--- src/rtl/ser_pkg.sv ---
// ---------------------------------------------------------------------------
// ser_pkg
//   Shared definitions for the stream serializer slice.
//   - ser_cnt_w()  : width of the per-frame word-count field for a given
//                    frame/word width pair (enough bits to hold N_WORDS).
//   - ser_state_e  : shift-stage state encoding.
//   The frame record (data, nwords, msb_first) depends on module parameters,
//   so it is declared as a packed struct inside the top module.
// ---------------------------------------------------------------------------
package ser_pkg;

  function automatic int ser_cnt_w(input int in_w, input int out_w);
    return $clog2(in_w / out_w + 1);
  endfunction

  typedef enum logic {
    SER_IDLE  = 1'b0,
    SER_SHIFT = 1'b1
  } ser_state_e;

endpackage

--- src/rtl/ser_pend_buf.sv ---
// ---------------------------------------------------------------------------
// ser_pend_buf
//   Single-entry frame holding register. A push loads din and marks the entry
//   valid; a pop releases it. The owner never pushes while the entry is valid
//   (ready is low then), so push and pop are mutually exclusive in practice;
//   push is still given priority for safety.
//   ready is registered and is simply the inverse of the held-valid flag.
// Ports
//   clk, reset : clock, synchronous active-high flush of the entry
//   push, din  : load a frame
//   pop        : release the held frame
//   dout       : held frame contents
//   valid      : entry holds a frame
//   ready      : entry is empty (frame may be pushed)
// ---------------------------------------------------------------------------
module ser_pend_buf #(
  parameter int W = 8
) (
  input  logic         clk,
  input  logic         reset,
  input  logic         push,
  input  logic         pop,
  input  logic [W-1:0] din,
  output logic [W-1:0] dout,
  output logic         valid,
  output logic         ready
);

  logic [W-1:0] data_r;
  logic         valid_r;
  logic         ready_r;

  // Entry storage and its valid/ready flags.
  always_ff @(posedge clk) begin
    if (reset) begin
      data_r  <= '0;
      valid_r <= 1'b0;
      ready_r <= 1'b1;
    end else if (push) begin
      data_r  <= din;
      valid_r <= 1'b1;
      ready_r <= 1'b0;
    end else if (pop) begin
      valid_r <= 1'b0;
      ready_r <= 1'b1;
    end else begin
      valid_r <= valid_r;
      ready_r <= ready_r;
    end
  end

  assign dout  = data_r;
  assign valid = valid_r;
  assign ready = ready_r;

endmodule

--- src/rtl/stream_serializer.sv ---
// ---------------------------------------------------------------------------
// stream_serializer
//   Splits an IN_W-bit frame into up to N_WORDS = IN_W/OUT_W words of OUT_W
//   bits, with valid/ready handshakes on both sides. Each frame carries its
//   own word count (0 or >N_WORDS means all words) and word order
//   (msb_first=1 starts at word N_WORDS-1 and counts down).
//   A shift stage holds the active frame; a one-entry pending stage holds the
//   next frame so back-to-back frames run with no idle cycle between them.
// Optional feature
//   `define STREAM_SER_LAST_EN adds the registered out_last port, high on the
//   final word of every frame.
// Ports
//   clk, reset   : clock, synchronous active-high reset
//   in_valid/in_ready/in_data/in_nwords/in_msb_first : frame input
//   out_valid/out_ready/out_data : word output
//   busy         : a word is being offered or a frame is pending
//   out_last     : (STREAM_SER_LAST_EN only) final word of the frame
// ---------------------------------------------------------------------------
module stream_serializer
  import ser_pkg::*;
#(
  parameter int IN_W  = 24,
  parameter int OUT_W = 8,
  parameter int CNT_W = ser_cnt_w(IN_W, OUT_W)
) (
  input  logic             clk,
  input  logic             reset,
  input  logic             in_valid,
  output logic             in_ready,
  input  logic [IN_W-1:0]  in_data,
  input  logic [CNT_W-1:0] in_nwords,
  input  logic             in_msb_first,
  output logic             out_valid,
  input  logic             out_ready,
  output logic [OUT_W-1:0] out_data,
  output logic             busy
`ifdef STREAM_SER_LAST_EN
  ,
  output logic             out_last
`endif
);

  localparam int N_WORDS = IN_W / OUT_W;
  localparam int IDX_W   = (N_WORDS > 1) ? $clog2(N_WORDS) : 1;

  localparam logic [CNT_W-1:0] N_WORDS_C = CNT_W'(N_WORDS);
  localparam logic [CNT_W-1:0] CNT_ONE_C = CNT_W'(1);
  localparam logic [CNT_W-1:0] CNT_ZERO_C = CNT_W'(0);
  localparam logic [IDX_W-1:0] IDX_TOP_C = IDX_W'(N_WORDS - 1);
  localparam logic [IDX_W-1:0] IDX_ONE_C = IDX_W'(1);

  typedef struct packed {
    logic [IN_W-1:0]  data;
    logic [CNT_W-1:0] nwords;
    logic             msb_first;
  } frame_t;

  localparam int FRAME_W = $bits(frame_t);

  // Parameter sanity: frame must be a whole number of words, count width fixed.
  if ((IN_W % OUT_W) != 0 || IN_W < OUT_W || CNT_W != ser_cnt_w(IN_W, OUT_W)) begin : g_param_check
    $error("stream_serializer: IN_W must be a positive multiple of OUT_W and CNT_W must not be overridden");
  end

  // Word k of a frame sits at bits [(k+1)*OUT_W-1 -: OUT_W].
  function automatic logic [OUT_W-1:0] word_at(input logic [IN_W-1:0] d,
                                               input logic [IDX_W-1:0] idx);
    logic [OUT_W-1:0] w;
    w = '0;
    for (int k = 0; k < N_WORDS; k++) begin
      if (idx == IDX_W'(k)) begin
        w = d[k*OUT_W +: OUT_W];
      end else begin
        w = w;
      end
    end
    return w;
  endfunction

  // Shift-stage registers.
  ser_state_e       state_r;
  logic [IN_W-1:0]  data_r;
  logic             msb_r;
  logic [IDX_W-1:0] idx_r;
  logic [CNT_W-1:0] rem_r;
  logic             out_valid_r;
  logic [OUT_W-1:0] out_data_r;
  logic             busy_r;
`ifdef STREAM_SER_LAST_EN
  logic             last_r;
`endif

  // Combinational control.
  frame_t           in_frame_s;
  frame_t           pend_frame_s;
  frame_t           load_frame_s;
  logic             pend_valid_s;
  logic             pend_ready_s;
  logic             accept_s;
  logic             fire_s;
  logic             finish_s;
  logic             push_s;
  logic             pop_s;
  logic             load_s;
  logic [CNT_W-1:0] ld_cnt_s;
  logic [IDX_W-1:0] ld_idx_s;
  logic [IDX_W-1:0] adv_idx_s;
  logic [CNT_W-1:0] adv_rem_s;
  logic             out_valid_nxt_s;
  logic             pend_valid_nxt_s;

  assign in_frame_s.data      = in_data;
  assign in_frame_s.nwords    = in_nwords;
  assign in_frame_s.msb_first = in_msb_first;

  ser_pend_buf #(
    .W (FRAME_W)
  ) u_pend_buf (
    .clk   (clk),
    .reset (reset),
    .push  (push_s),
    .pop   (pop_s),
    .din   (in_frame_s),
    .dout  (pend_frame_s),
    .valid (pend_valid_s),
    .ready (pend_ready_s)
  );

  assign accept_s = in_valid && pend_ready_s;
  assign fire_s   = out_valid_r && out_ready;
  assign finish_s = fire_s && (rem_r == CNT_ONE_C);

  // Choose what happens to the shift and pending stages this cycle.
  // The pending frame always wins over a newly offered one; the offered frame
  // bypasses pending only when the shift stage is free at the edge.
  always_comb begin
    push_s       = 1'b0;
    pop_s        = 1'b0;
    load_s       = 1'b0;
    load_frame_s = in_frame_s;
    case (state_r)
      SER_IDLE: begin
        if (pend_valid_s) begin
          pop_s        = 1'b1;
          load_s       = 1'b1;
          load_frame_s = pend_frame_s;
        end else if (accept_s) begin
          load_s       = 1'b1;
        end else begin
          load_s       = 1'b0;
        end
      end
      SER_SHIFT: begin
        if (finish_s) begin
          if (pend_valid_s) begin
            pop_s        = 1'b1;
            load_s       = 1'b1;
            load_frame_s = pend_frame_s;
          end else if (accept_s) begin
            load_s       = 1'b1;
          end else begin
            load_s       = 1'b0;
          end
        end else if (accept_s) begin
          push_s = 1'b1;
        end else begin
          push_s = 1'b0;
        end
      end
      default: begin
        load_s = 1'b0;
      end
    endcase
  end

  // Start point of a newly loaded frame and the next step of the active one.
  always_comb begin
    if (load_frame_s.nwords == CNT_ZERO_C || load_frame_s.nwords > N_WORDS_C) begin
      ld_cnt_s = N_WORDS_C;
    end else begin
      ld_cnt_s = load_frame_s.nwords;
    end
    if (load_frame_s.msb_first) begin
      ld_idx_s = IDX_TOP_C;
    end else begin
      ld_idx_s = '0;
    end
    if (msb_r) begin
      adv_idx_s = idx_r - IDX_ONE_C;
    end else begin
      adv_idx_s = idx_r + IDX_ONE_C;
    end
    adv_rem_s        = rem_r - CNT_ONE_C;
    out_valid_nxt_s  = load_s ? 1'b1 : (finish_s ? 1'b0 : out_valid_r);
    pend_valid_nxt_s = push_s || (pend_valid_s && !pop_s);
  end

  // Shift-stage FSM with registered word, valid, busy and last outputs.
  always_ff @(posedge clk) begin
    if (reset) begin
      state_r     <= SER_IDLE;
      data_r      <= '0;
      msb_r       <= 1'b0;
      idx_r       <= '0;
      rem_r       <= '0;
      out_valid_r <= 1'b0;
      out_data_r  <= '0;
      busy_r      <= 1'b0;
`ifdef STREAM_SER_LAST_EN
      last_r      <= 1'b0;
`endif
    end else begin
      busy_r <= out_valid_nxt_s || pend_valid_nxt_s;
      if (load_s) begin
        state_r     <= SER_SHIFT;
        data_r      <= load_frame_s.data;
        msb_r       <= load_frame_s.msb_first;
        idx_r       <= ld_idx_s;
        rem_r       <= ld_cnt_s;
        out_valid_r <= 1'b1;
        out_data_r  <= word_at(load_frame_s.data, ld_idx_s);
`ifdef STREAM_SER_LAST_EN
        last_r      <= (ld_cnt_s == CNT_ONE_C);
`endif
      end else if (finish_s) begin
        state_r     <= SER_IDLE;
        rem_r       <= '0;
        out_valid_r <= 1'b0;
`ifdef STREAM_SER_LAST_EN
        last_r      <= 1'b0;
`endif
      end else if (fire_s) begin
        idx_r       <= adv_idx_s;
        rem_r       <= adv_rem_s;
        out_data_r  <= word_at(data_r, adv_idx_s);
`ifdef STREAM_SER_LAST_EN
        last_r      <= (adv_rem_s == CNT_ONE_C);
`endif
      end else begin
        state_r     <= state_r;
      end
    end
  end

  assign in_ready  = pend_ready_s;
  assign out_valid = out_valid_r;
  assign out_data  = out_data_r;
  assign busy      = busy_r;
`ifdef STREAM_SER_LAST_EN
  assign out_last  = last_r;
`endif

endmodule

--- config.mk ---
export PLATFORM = sky130hd
export DESIGN_NAME = stream_serializer
export DESIGN_NICKNAME = d
export VERILOG_FILES = /design/src/rtl/ser_pkg.sv /design/src/rtl/ser_pend_buf.sv /design/src/rtl/stream_serializer.sv
export SDC_FILE = /design/constraint.sdc
export NUM_CORES = 1
export LEC_CHECK = 0
export CAP_MARGIN = 20
export CORE_ASPECT_RATIO = 1.2
export CORE_MARGIN = 2
export CORE_UTILIZATION = 40
export CTS_BUF_LIST = sky130_fd_sc_hd__clkbuf_4 sky130_fd_sc_hd__clkbuf_8 sky130_fd_sc_hd__clkbuf_16
export DETAILED_ROUTE_END_ITERATION = 10
export PLACE_DENSITY = 0.59
export SYNTH_ARGS = -nofsm -noshare
export SYNTH_HDL_FRONTEND = slang
export SYNTH_SLANG_ARGS = --single-unit
--- constraint.sdc ---
create_clock -name clk -period 2.4 [get_ports clk]
set_input_delay 0.48 -clock clk [delete_from_list [all_inputs] [get_ports clk]]
set_output_delay 0.48 -clock clk [all_outputs]
set_load 0.02 [all_outputs]
==> flow_summary.json <==
{
  "start_kind": "input pin",
  "vias_per_cell": 5.268,
  "p_int_mw": 2.251,
  "drv_slew": 0,
  "cp_data_required_time_ps": 2640,
  "slew_headroom_pct": 54.41,
  "hold_viol": 0,
  "cts_setup_buffers": 0,
  "numClockSinks": 69,
  "drt_iter0_markers": 133,
  "drc_errors": 0,
  "power_mw": 3.117,
  "wl_per_cell_um": 14.92,
  "r2r_start": "rem_r[0]$_SDFFE_PP0P_",
  "grt_pass1_wl_um": 13560,
  "finalCriticalPeriod_ps": 1949,
  "area.growth.synth_to_final_pct": 22.96,
  "clockBufferDepth": 2,
  "reg2reg_to": "out_data[6]$_SDFFE_PP0P_",
  "grt_pass1_vias": 2676,
  "hpwl_um": 5575,
  "hold_start": "u_pend_buf.dout[12]$_SDFFE_PP0P_",
  "reg2reg_depth": 6,
  "layout.area.seq_um2": 1381,
  "fin_util_pct": 50.63,
  "p_per_area_nw_per_um2": 755.1,
  "p_comb_share_pct": 20.0,
  "yosysWarningCount": 0,
  "worst_slew_pin_slew_ps": 683.0,
  "switchingPower_mw": 0.8661,
  "stdcell_area_um2": 4128,
  "core-area_um2": 8153,
  "port_buffers": 41,
  "outcome": "completed",
  "synth_nets": 444,
  "cts_tree": "done",
  "dp.cells": 543,
  "synth_top_area_share_pct": 41.15,
  "pwr-share-clk_pct": 37.5,
  "nNetsFinal": 475,
  "skew_ps": 11.13,
  "n_antenna_cell": 0,
  "cts_resized": 0,
  "seq_area_frac_synth_pct": 41.15,
  "grt_remaining_overflow": 0,
  "fmax_ghz": 0.5132,
  "multi_input_area_um2": 1784,
  "slowest_stage": "nor2_1",
  "hold_end": "u_pend_buf.dout[12]$_SDFFE_PP0P_",
  "syn_area_um2": 3357,
  "clk_pin_slew_ps": 70,
  "chipHeight_um": 104.4,
  "drive_gt1_share_pct": 10.11,
  "clk_latency_ps": 350,
  "p_leak_nw": 1.418,
  "h-tree-depth": 3,
  "pwr-share-seq_pct": 42.5,
  "synth_largest_area_cell": "dfxtp_1",
  "firstDrtPassIters": 4,
  "routabilityCongestion": 0.7861,
  "rows": 36,
  "avgSynthCellArea_um2": 8.208,
  "setup_viol": 0,
  "async_flop_share_pct": 0,
  "vias": 2945,
  "routed_wl_um": 8338,
  "yosys-top-cells-area": "dfxtp_1 (41%), nand2_1 (11%), mux2i_1 (7.8%)",
  "fin_setup_tns_ps": 0,
  "worst-r2r-setup-slack_ps": 570,
  "ant_nets": 0,
  "maxCapViolations": 0,
  "cts_made_buffers": 9,
  "hold_depth": 2,
  "synth-edff-count": 0,
  "cp-end-kind": "flop",
  "power_switching_share_pct": 27.79,
  "cp_slowest_stage_delay_ps": 530,
  "ys.flop_type": "dfxtp_1",
  "dpl_worst_slack_ps": 143.6,
  "syn_inst": 409,
  "critPathArrivalTime_ps": 2190,
  "fin_crit_sh_pct": 81.19,
  "antenna_found_initial": 0,
  "post_dp_cell_area_um2": 3880,
  "synth-seq-cells": 69,
  "fillerInstances": 822,
  "timing.final.ws_setup_ps": 451.4,
  "worst-path-max-fanout": 10,
  "dieArea_um2": 9145,
  "path_cells": "clkdlybuf4s50_1, a21oi_4, nor2_1, buf_4, nor2_1, o41ai_1",
  "track_usage_pct": 18.87,
  "crit_type": "in -> reg",
  "grt_setup_unrepaired": "no",
  "vdd_ir_drop_max_v": 0.0003648,
  "die_w_um": 87.63,
  "instances_no_fill": 559,
  "initial_core_util_pct": 41.18,
  "min_path_type": "reg -> reg",
  "critPathMostFrequentCell": "nor2_1",
  "cts-root-buf": "clkbuf_8",
  "hold_buffers": 0,
  "synth_cell_types": 42,
  "grt_max_degree": 39,
  "boundaryPins": 42,
  "hold_ws_ps": 456.2
}
==> layout by cell type (no fill, tap or decap), types with 4 or more instances in the layout <==
master,synthesis,layout
clkbuf_8,0,10
ha_1,4,4
nand2b_1,6,6
mux2i_1,26,26
dfxtp_1,69,69
a211oi_1,17,17
a21oi_1,38,38
a311oi_1,18,18
clkdlybuf4s50_1,0,40
inv_1,4,4
o21ai_0,7,7
o211ai_1,6,6
nor3_1,11,11
nand2_1,100,100
buf_4,3,9
mux2_2,5,5
nand3_1,5,5
o32ai_1,4,4
nor2_1,30,30
buf_12,0,4
==> worst max-delay path by stage <==
stage / from / slack [ps] / end
global route: in_valid / 320 / idx_r[1]$_SDFFE_PP0P_
global placement: in_valid / 150 / out_data[3]$_SDFFE_PP0P_
CTS: in_valid / 460 / idx_r[1]$_SDFFE_PP0P_
floorplan: rem_r[0]$_SDFFE_PP0P_ / 690 / u_pend_buf.dout[0]$_SDFFE_PP0P_
finish: in_valid / 450 / idx_r[1]$_SDFFE_PP0P_
detailed placement: in_valid / 140 / idx_r[1]$_SDFFE_PP0P_
==> cells in the mapped netlist, types with 3 or more instances <==
| library cell | number |
|---|---|
| buf_6 | 3 |
| buf_4 | 3 |
| a21oi_1 | 38 |
| mux2_2 | 5 |
| buf_2 | 15 |
| nor2_1 | 30 |
| nand2b_1 | 6 |
| inv_1 | 4 |
| a311oi_1 | 18 |
| o211ai_1 | 6 |
| ha_1 | 4 |
| nor3_1 | 11 |
| clkbuf_1 | 12 |
| dfxtp_1 | 69 |
| a211oi_1 | 17 |
| mux2i_1 | 26 |
| nand2_1 | 100 |
| nand3_1 | 5 |
| o21ai_0 | 7 |
| nand3b_1 | 3 |
| o32ai_1 | 4 |
==> critical path: cells and delay by family <==
family,cells,cell delay (ps)
buffers and inverters,2,760
and+or+nand+nor,2,580
AOI/OAI and AO/OA,2,360
==> power by group through the flow <==
stage	logic (mW)	clock network, mW	registers (mW)
4_1_cts	0.626	1.19	1.32
5_1_grt	0.684	1.24	1.34
3_3_place_gp	0.615	0	1.35
2_1_floorplan	0.386	0	1.35
3_5_place_dp	0.624	0	1.35
6_report	0.622	1.17	1.32
==> flip-flops by register name (all words and copies together) (netlist names) <==
signal and flops:
u_pend_buf.dout 27, msb_r 1, u_pend_buf.ready 1, idx_r 2, out_valid 1, out_data 8, state_r 1, rem_r 2
busy 1, u_pend_buf.valid 1, data_r 24
==> cells by family (layout without fill, tap and decap cells) <==
kind of cell               Yosys count  in the layout  synth area share, %
AOI/OAI and AO/OA                   99             99                20.20
adders and majority gates            4              4                1.491
buffers and inverters               39             75                5.926
DFF                                 69             69                41.15
and+or+nand+nor                    165            165                21.28
xor gates and xnor gates             2              2               0.5219
muxes                               31             31                9.430
==> layout make-up <==
cell class / count / area share (%)
Inverter: 5 / 0.4547
Sequential cell: 69 / 33.46
Clock buffer: 10 / 3.334
Multi-Input combinational cell: 301 / 43.23
Clock inverter: 6 / 2.667
Timing Repair Buffer: 54 / 13.40
Tap cell: 114 / 3.456
==> layer usage <==
metal | global-route usage (%) | vias up | wire (um)
li1 | - | 1502 | -
met1 | 26.12 | 1369 | 3952
met2 | 29.22 | 67 | 3913
met3 | 4.048 | 7 | 394
met4 | 5.604 | 0 | 78
met5 | 0 | - | 0
Note: power is estimated with default switching activity, not from simulation.
